File: src/rtl/mac_result_drain.sv
// mac_result_drain
//   Drains packed per-row result vectors from the MAC array into a 2-slot
//   ping-pong buffer. Each vector goes out one word per handshake, row 0 first,
//   on a valid/ready stream.
//   Optional feature macro: MAC_DRAIN_RELU_EN. When it is defined, negative
//   words (MSB set) are shown as zero on out_data_o. Stored data is unchanged.
module mac_result_drain #(
  parameter int DATA_WIDTH = 32,
  parameter int ARRAY_ROWS = 8,
  parameter int ROW_IDX_W  = 3
) (
  input  logic                             clk,
  input  logic                             rst_n,
  input  logic                             res_valid_i,
  input  logic [DATA_WIDTH*ARRAY_ROWS-1:0] res_data_i,
  output logic                             res_ready_o,
  output logic                             out_valid_o,
  output logic [DATA_WIDTH-1:0]            out_data_o,
  output logic [ROW_IDX_W-1:0]             out_row_o,
  output logic                             out_last_o,
  input  logic                             out_ready_i,
  output logic [15:0]                      vec_cnt_o
);

  // Occupancy encoding: number of slots holding an undrained vector
  localparam logic [1:0] EMPTY = 2'd0;
  localparam logic [1:0] HALF  = 2'd1;
  localparam logic [1:0] FULL  = 2'd2;

  localparam logic [ROW_IDX_W-1:0] LAST_ROW = ROW_IDX_W'(ARRAY_ROWS - 1);

  logic [1:0]                            occupancy;
  logic [1:0]                            occupancy_next;
  logic                                  wr_ptr;
  logic                                  rd_ptr;
  logic [ROW_IDX_W-1:0]                  row_idx;
  logic [15:0]                           vec_cnt;
  logic [ARRAY_ROWS-1:0][DATA_WIDTH-1:0] slot [2];

  logic                                  capture;
  logic                                  transfer;
  logic                                  at_last;
  logic                                  vec_done;
  logic [DATA_WIDTH-1:0]                 word;

  // Handshake decodes. Ready comes only from registered occupancy, so there is
  // no combinational path from out_ready_i to res_ready_o.
  assign res_ready_o = (occupancy != FULL);
  assign out_valid_o = (occupancy != EMPTY);
  assign capture     = res_valid_i & res_ready_o;
  assign transfer    = out_valid_o & out_ready_i;
  assign at_last     = (row_idx == LAST_ROW);
  assign vec_done    = transfer & at_last;

  assign out_row_o   = row_idx;
  assign out_last_o  = out_valid_o & at_last;
  assign vec_cnt_o   = vec_cnt;

  // The slot storage has no reset. Its contents stay hidden until a capture
  // makes them valid.
  always_ff @(posedge clk) begin
    if (capture) begin
      slot[wr_ptr] <= res_data_i;
    end
  end

  // Output word mux. The word is forced to zero while nothing valid is held.
  always_comb begin
    word = slot[rd_ptr][row_idx];
    out_data_o = '0;
    if (out_valid_o) begin
`ifdef MAC_DRAIN_RELU_EN
      out_data_o = word[DATA_WIDTH-1] ? '0 : word;
`else
      out_data_o = word;
`endif
    end
  end

  // Occupancy next-state. A capture and a vec_done in the same cycle cancel out.
  always_comb begin
    occupancy_next = occupancy;
    case (occupancy)
      EMPTY: begin
        if (capture) occupancy_next = HALF;
      end
      HALF: begin
        if (capture && !vec_done)      occupancy_next = FULL;
        else if (!capture && vec_done) occupancy_next = EMPTY;
      end
      FULL: begin
        if (vec_done) occupancy_next = HALF;
      end
      default: occupancy_next = EMPTY;
    endcase
  end

  // Pointers, row counter and the drained-vector count. A reset drops any
  // partially drained vector.
  always_ff @(posedge clk) begin
    if (!rst_n) begin
      occupancy <= EMPTY;
      wr_ptr    <= 1'b0;
      rd_ptr    <= 1'b0;
      row_idx   <= '0;
      vec_cnt   <= '0;
    end else begin
      occupancy <= occupancy_next;
      if (capture) begin
        wr_ptr <= ~wr_ptr;
      end
      if (transfer) begin
        if (at_last) begin
          row_idx <= '0;
          rd_ptr  <= ~rd_ptr;
          vec_cnt <= vec_cnt + 16'd1;
        end else begin
          row_idx <= row_idx + 1'b1;
        end
      end
    end
  end

endmodule

File: config.mk
export PLATFORM = sky130hd
export DESIGN_NAME = mac_result_drain
export DESIGN_NICKNAME = d
export VERILOG_FILES = /design/src/rtl/mac_result_drain.sv
export SDC_FILE = /design/constraint.sdc
export NUM_CORES = 1
export LEC_CHECK = 0
export ABC_CLOCK_PERIOD_IN_PS = 15000
export CAP_MARGIN = 10
export CORE_UTILIZATION = 30
export CTS_CLUSTER_SIZE = 14
export DETAILED_ROUTE_END_ITERATION = 12
export DONT_BUFFER_PORTS = 1
export GPL_TIMING_DRIVEN = 0
export HOLD_SLACK_MARGIN = 0.15
export SLEW_MARGIN = 20
export SYNTH_ARGS = -nofsm -noshare
export SYNTH_HDL_FRONTEND = slang
export SYNTH_SLANG_ARGS = --single-unit
export TNS_END_PERCENT = 10
File: constraint.sdc
create_clock -name clk -period 15 [get_ports clk]
set_clock_uncertainty 0.1 [all_clocks]
set_input_delay 2.25 -clock clk [delete_from_list [all_inputs] [get_ports clk]]
set_output_delay 2.25 -clock clk [all_outputs]
set_load 0.02 [all_outputs]
; After elaboration in Yosys (flattened, before gate mapping)
; Memories as Yosys holds them, arrays and structs flattened. A register that Yosys moved wholly into a read port is not among the register bits.
; Cells that the tools add are included.
[classes]
bitwise_logic = 6
magnitude_cmp = 1
muxes = 13
add_sub_neg = 2
n_eq_ne = 7
n_reduce_logical = 8
[ops]
columns = cell, n
row1 = binary-select mux 32 bit (select 3 bit), 1
row2 = two-way mux 32 bit, 2
row3 = adder 16 x 1 -> 16 bit (second input constant), 1
row4 = two-way mux 2 bit, 4
row5 = != test 2 bit (second input constant), 3
row6 = case mux 2 bit (3 select lines), 1
row7 = bitwise AND 1 bit, 4
row8 = less-than comparator 3 x 4 -> 1 bit (second input constant), 1
row9 = two-way mux 1 bit, 4
row10 = adder 3 x 1 -> 3 bit (second input constant), 1
row11 = equality test 3 bit (second input constant), 1
row12 = two-way mux 3 bit, 1
row13 = != test 3 bit (second input constant), 1
row14 = AND reduction 3 bit, 1
row15 = equality test 2 x 1 -> 1 bit (second input constant), 1
row16 = equality test 2 bit (second input constant), 1
row17 = logical AND 1 bit, 2
row18 = logical NOT 1 bit, 2
row19 = logical NOT 2 bit, 1
row20 = inverter 1 bit, 2
row21 = AND reduction 2 bit, 1
row22 = nonzero test 2 bit, 1
[word_totals]
inputBits = 260
ram_bits = 512
ff_bits = 23
n_memories = 1
[mem_list]
columns = memory, depth, word_bits, read_ports, rd_ports_with_merged_regs, write_ports, line
row1 = slot, 2, 256, 1, 1, 1, 38  ; logic [ARRAY_ROWS-1:0][DATA_WIDTH-1:0] slot [2];

; Longest topological paths before layout
[depth]
word_depth = 7
mapped_depth = 9
depth_no_buf = 8

; Worst setup path after synthesis
; No wires, ideal clock.
[synth_path]
path_kind = in2reg
start = input res_valid_i
end = memory slot[0][0] (netlist bit) (enable)
arrival_ns = 12.949
cell_stages = 2
setup_slack_ns = 1.073
cell_sequence = nand2_1 nor2_1
[synth_via]
elab_chain_cells = 3
[synth_lines]
columns = element, line
row1 = from (decl), 14  ; input logic res_valid_i,
row2 = bitwise AND 1 bit, 50  ; assign capture = res_valid_i & res_ready_o;
row3 = two-way mux 1 bit, 62  ; if (capture) begin
row4 = two-way mux 1 bit (not written as such), 63  ; slot[wr_ptr] <= res_data_i;
row5 = to (decl), 38
; Every way passes these cells.

; Worst setup path in the final report
[layout_path]
start = register row_idx[0] (netlist: out_row_o[0])
end = output out_data_o[17]
[layout_via]
elab_chain_cells = 3
[layout_lines]
columns = element, line
row1 = from (decl), 36  ; logic [ROW_IDX_W-1:0] row_idx;
row2 = from (signal assigned), 118  ; row_idx <= row_idx + 1'b1;
row3 = binary-select mux 32 bit (select 3 bit), 69  ; word = slot[rd_ptr][row_idx];
row4 = two-way mux 32 bit (not written as such), 69
row5 = two-way mux 32 bit, 71  ; if (out_valid_o) begin
row6 = to (decl), 18  ; output logic [DATA_WIDTH-1:0] out_data_o,
; Every way passes these cells. The select of a mux whose other input is x is not followed.

==> out/results.tsv <==
stage	metric	value	unit
run_status	outcome	finished, final reports clean	
timing	hold slack	477	ps
logic_synthesis	ys flop type	edfxtp_1	
worst_setup_path	crit path max fanout	10	
clock_tree	clock latency at the later pin of the worst-skew pair	610	ps
clock_tree	Hold Buf Count CTS	0	
drt	drt first pass iters	5	
timing	Final Hold Viols	0	
logic_synthesis	synth warn	0	
worst_setup_path	worst setup path endpoint	out_data_o[17]	
worst_setup_path	crit-path cells	and2_1, buf_2, clkbuf_1, a22oi_1, nand2_1, o21ai_0	
logic_synthesis	syn nets	1446	
clock_tree	clk buf depth	3	
die	Chip Width	266	um
die	Die Ht	266	um
timing	Final min period	5850	ps
logic_synthesis	Post-Syn Instances	1182	
timing	worst setup margin	9150	ps
clock_tree	post_cts resized	0	
worst_setup_path	FF-to-FF path depth	11	
worst_setup_path	crit path capture type	primary output	
place	post-detail-place hpwl	41100	um
die	Initial Utilization	30.4	%
drt	Routed WL per cell	25.9	um
final_layout	commonest cells after routing, fill and taps aside	edfxtp_1, mux2i_1, a22oi_1	
worst_setup_path	Worst Setup SP	out_row_o[0]	
drt	via count	10800	
timing	Setup-failing EPs final	0	
worst_setup_path	worst r2r dst	slot[0][190]	
drt	met3 wire len	4970	um
clock_tree	H-tree levels	2	
worst_setup_path	CP max stage delay	810	ps
timing	RSZ-0062 raised after global routing	false	
worst_setup_path	critical path's slowest cell	clkbuf_1	
global_route	initial antenna violation count	9	
die	Core Area	0.0687	mm^2
pwr	power per cell area	138	mW/mm^2
final_layout	share of cells above drive strength 1	11.4	%
final_layout	Area growth, synth to finish	16.7	%
final_layout	Final Util	35.4	%
timing	period utilisation layout	39.0	%
drt	drt first-iter violations	599	
logic_synthesis	EDFF count, synth	512	
final_layout	fillers	6537	
pwr	VDD IR max	0.0912	mV
timing	Max Clk Rate	171	MHz
worst_setup_path	Reg2Reg Launch Point	occupancy[0]	
global_route	vias in the first global route	11300	
clock_tree	Post-CTS Setup Inserts	0	
die	# rows	96	
clock_tree	Root Driver	clkbuf_16	
drt	vias per inst	4.81	
place	Setup WS pre-CTS	9640	ps
pwr	P_leak	7.47	nW
clock_tree	CTS buffer count	58	
worst_setup_path	critical path launch point type	flip-flop	
logic_synthesis	Cell Area, Synth	0.0209	mm^2
clock_tree	CTS sink cnt	536	
global_route	largest net degree at the start of global routing	54	
worst_setup_path	CP Class	reg2out	
final_layout	Non-Filler Instances	2241	
logic_synthesis	synthesized area per cell	17.7	um^2
global_route	global-route wire length before repair	79900	um
pwr	PnR Total Power	3.35	mW
timing	Slew Viols, Final	0	
final_layout	Layout Nets	1525	
logic_synthesis	Netlist cell types	37	
timing	worst-margin pin slew	1070	ps
hold_path	Hold Path Class	reg2reg	
drt	met1 WL	23500	um
die	io pins	314	
worst_setup_path	Required @ worst endpoint	12650	ps
logic_synthesis	Async SR Flop Fraction	0	%
clock_tree	CTS tree	done	
drt	routed wire length	58100	um
place	Cells after DPL	2132	
logic_synthesis	area leader, netlist	edfxtp_1	
final_layout	multi-input logic area	0.00466	mm^2
place	I/O Buffers	0	
drt	Met2 Routed Length	28000	um
drt	# DRC	0	
timing	Slew HR	28.9	%
worst_setup_path	Arr. time, crit path	3500	ps
logic_synthesis	register area share after synthesis	76.0	%
final_layout	FF/Latch Area	0.0159	mm^2
die	die area	0.0706	mm^2
logic_synthesis	post-synthesis register bit count	536	
logic_synthesis	Area contributors post-synth	edfxtp_1, mux2i_1, a22oi_1	
drt	post-route ant nets	0	
final_layout	commonest non-fill, non-tap cell in the layout	edfxtp_1	
run	max_cap viols	0	
global_route	Total GRT Usage	16.1	%
global_route	grt ovf	0	
drt	top sig layer	met5	
logic_synthesis	Synth top area share	73.7	%
worst_setup_path	R2R Setup Slk	11920	ps
place	routability cong.	0.767	
clock_tree	clock transition at the registers of the reported paths	60	ps
[report_power, final]
| group | leakage (nW) | internal, mW | switching, mW |
|---|---|---|---|
| combinational | 1.59 | 0.0601 | 0.139 |
| clock | 0.887 | 0.789 | 0.592 |
| sequential | 4.99 | 1.75 | 0.0215 |
| total | 7.47 | 2.60 | 0.752 |
[cells by family after synthesis]
| family | share of synthesized area [%] |
|---|---|
| buf+inv | 1.79 |
| compound gates | 6.10 |
| fa+ha+maj | 0.240 |
| xor+xnor | 0.420 |
| simple gates | 2.99 |
| mux | 12.5 |
| flops | 76.0 |
[layer usage]
metal / global-route usage (%) / up-vias
li1: - / 4883
met1: 19.7 / 5440
met2: 26.4 / 340
met5: 0 / -
met4: 5.05 / 12
met3: 5.68 / 95
[metrics by stage]
stage	instance area [um^2]	setup TNS, ps
2_1_floorplan	20900	0
3_3_place_gp	22000	-1350300
3_5_place_dp	22500	0
4_1_cts	24300	0
5_1_grt	24300	0
6_report	24300	0
[Yosys cell counts (2+ instances only)]
master    number
a21boi_1       3
inv_1          5
and2_1        14
o22ai_1        2
and4_1         2
nand2_1       43
a21boi_0       3
nand3_4        2
nand2b_1       2
dfxtp_1       24
clkbuf_1      17
nor2_1         4
buf_2         10
o21ai_0       37
ha_1           4
buf_1         14
mux2i_1      260
a22oi_1      128
xor2_1         2
buf_4         25
or3_1          5
xnor2_1        8
edfxtp_1     512
and3_1         3
nor2b_1        4
nand4_1        3
nand3_1       36
[sequential cells by signal, indices dropped and copies added (netlist names), named ones only]
signal,flops
occupancy,2
out_row_o,3
rd_ptr,1
slot,512
vec_cnt_o,16
wr_ptr,1
[critical path, delay by kind of cell, from the launching register on]
kind / cells / cell delay, ps
and+or+nand+nor: 2 / 520
DFF: 1 / 660
AOI/OAI and AO/OA: 2 / 500
buffers and inverters: 2 / 1190
[final cells by class]
cell class | count | area share [%]
Antenna cell | 2 | 0.0206
Buffer | 66 | 1.45
Clock buffer | 66 | 6.17
Clock inverter | 41 | 1.41
Inverter | 5 | 0.0771
Multi-Input combinational cell | 575 | 19.1
Sequential cell | 536 | 65.1
Tap cell | 931 | 4.78
Timing Repair Buffer | 19 | 1.85
[worst min path at each step]
stage	startpoint	to	slack, ps	cells past startpoint
after floorplan	vec_cnt_o[15]	vec_cnt_o[15]	440	2
after global placement	vec_cnt_o[15]	vec_cnt_o[15]	460	2
after detailed placement	rd_ptr	flip-flop	470	2
after CTS	vec_cnt_o[15]	vec_cnt_o[15]	480	2
after global routing	vec_cnt_o[15]	vec_cnt_o[15]	510	2
final	vec_cnt_o[15]	vec_cnt_o[15]	480	2
No activity file was read; power rests on OpenSTA's default activity.
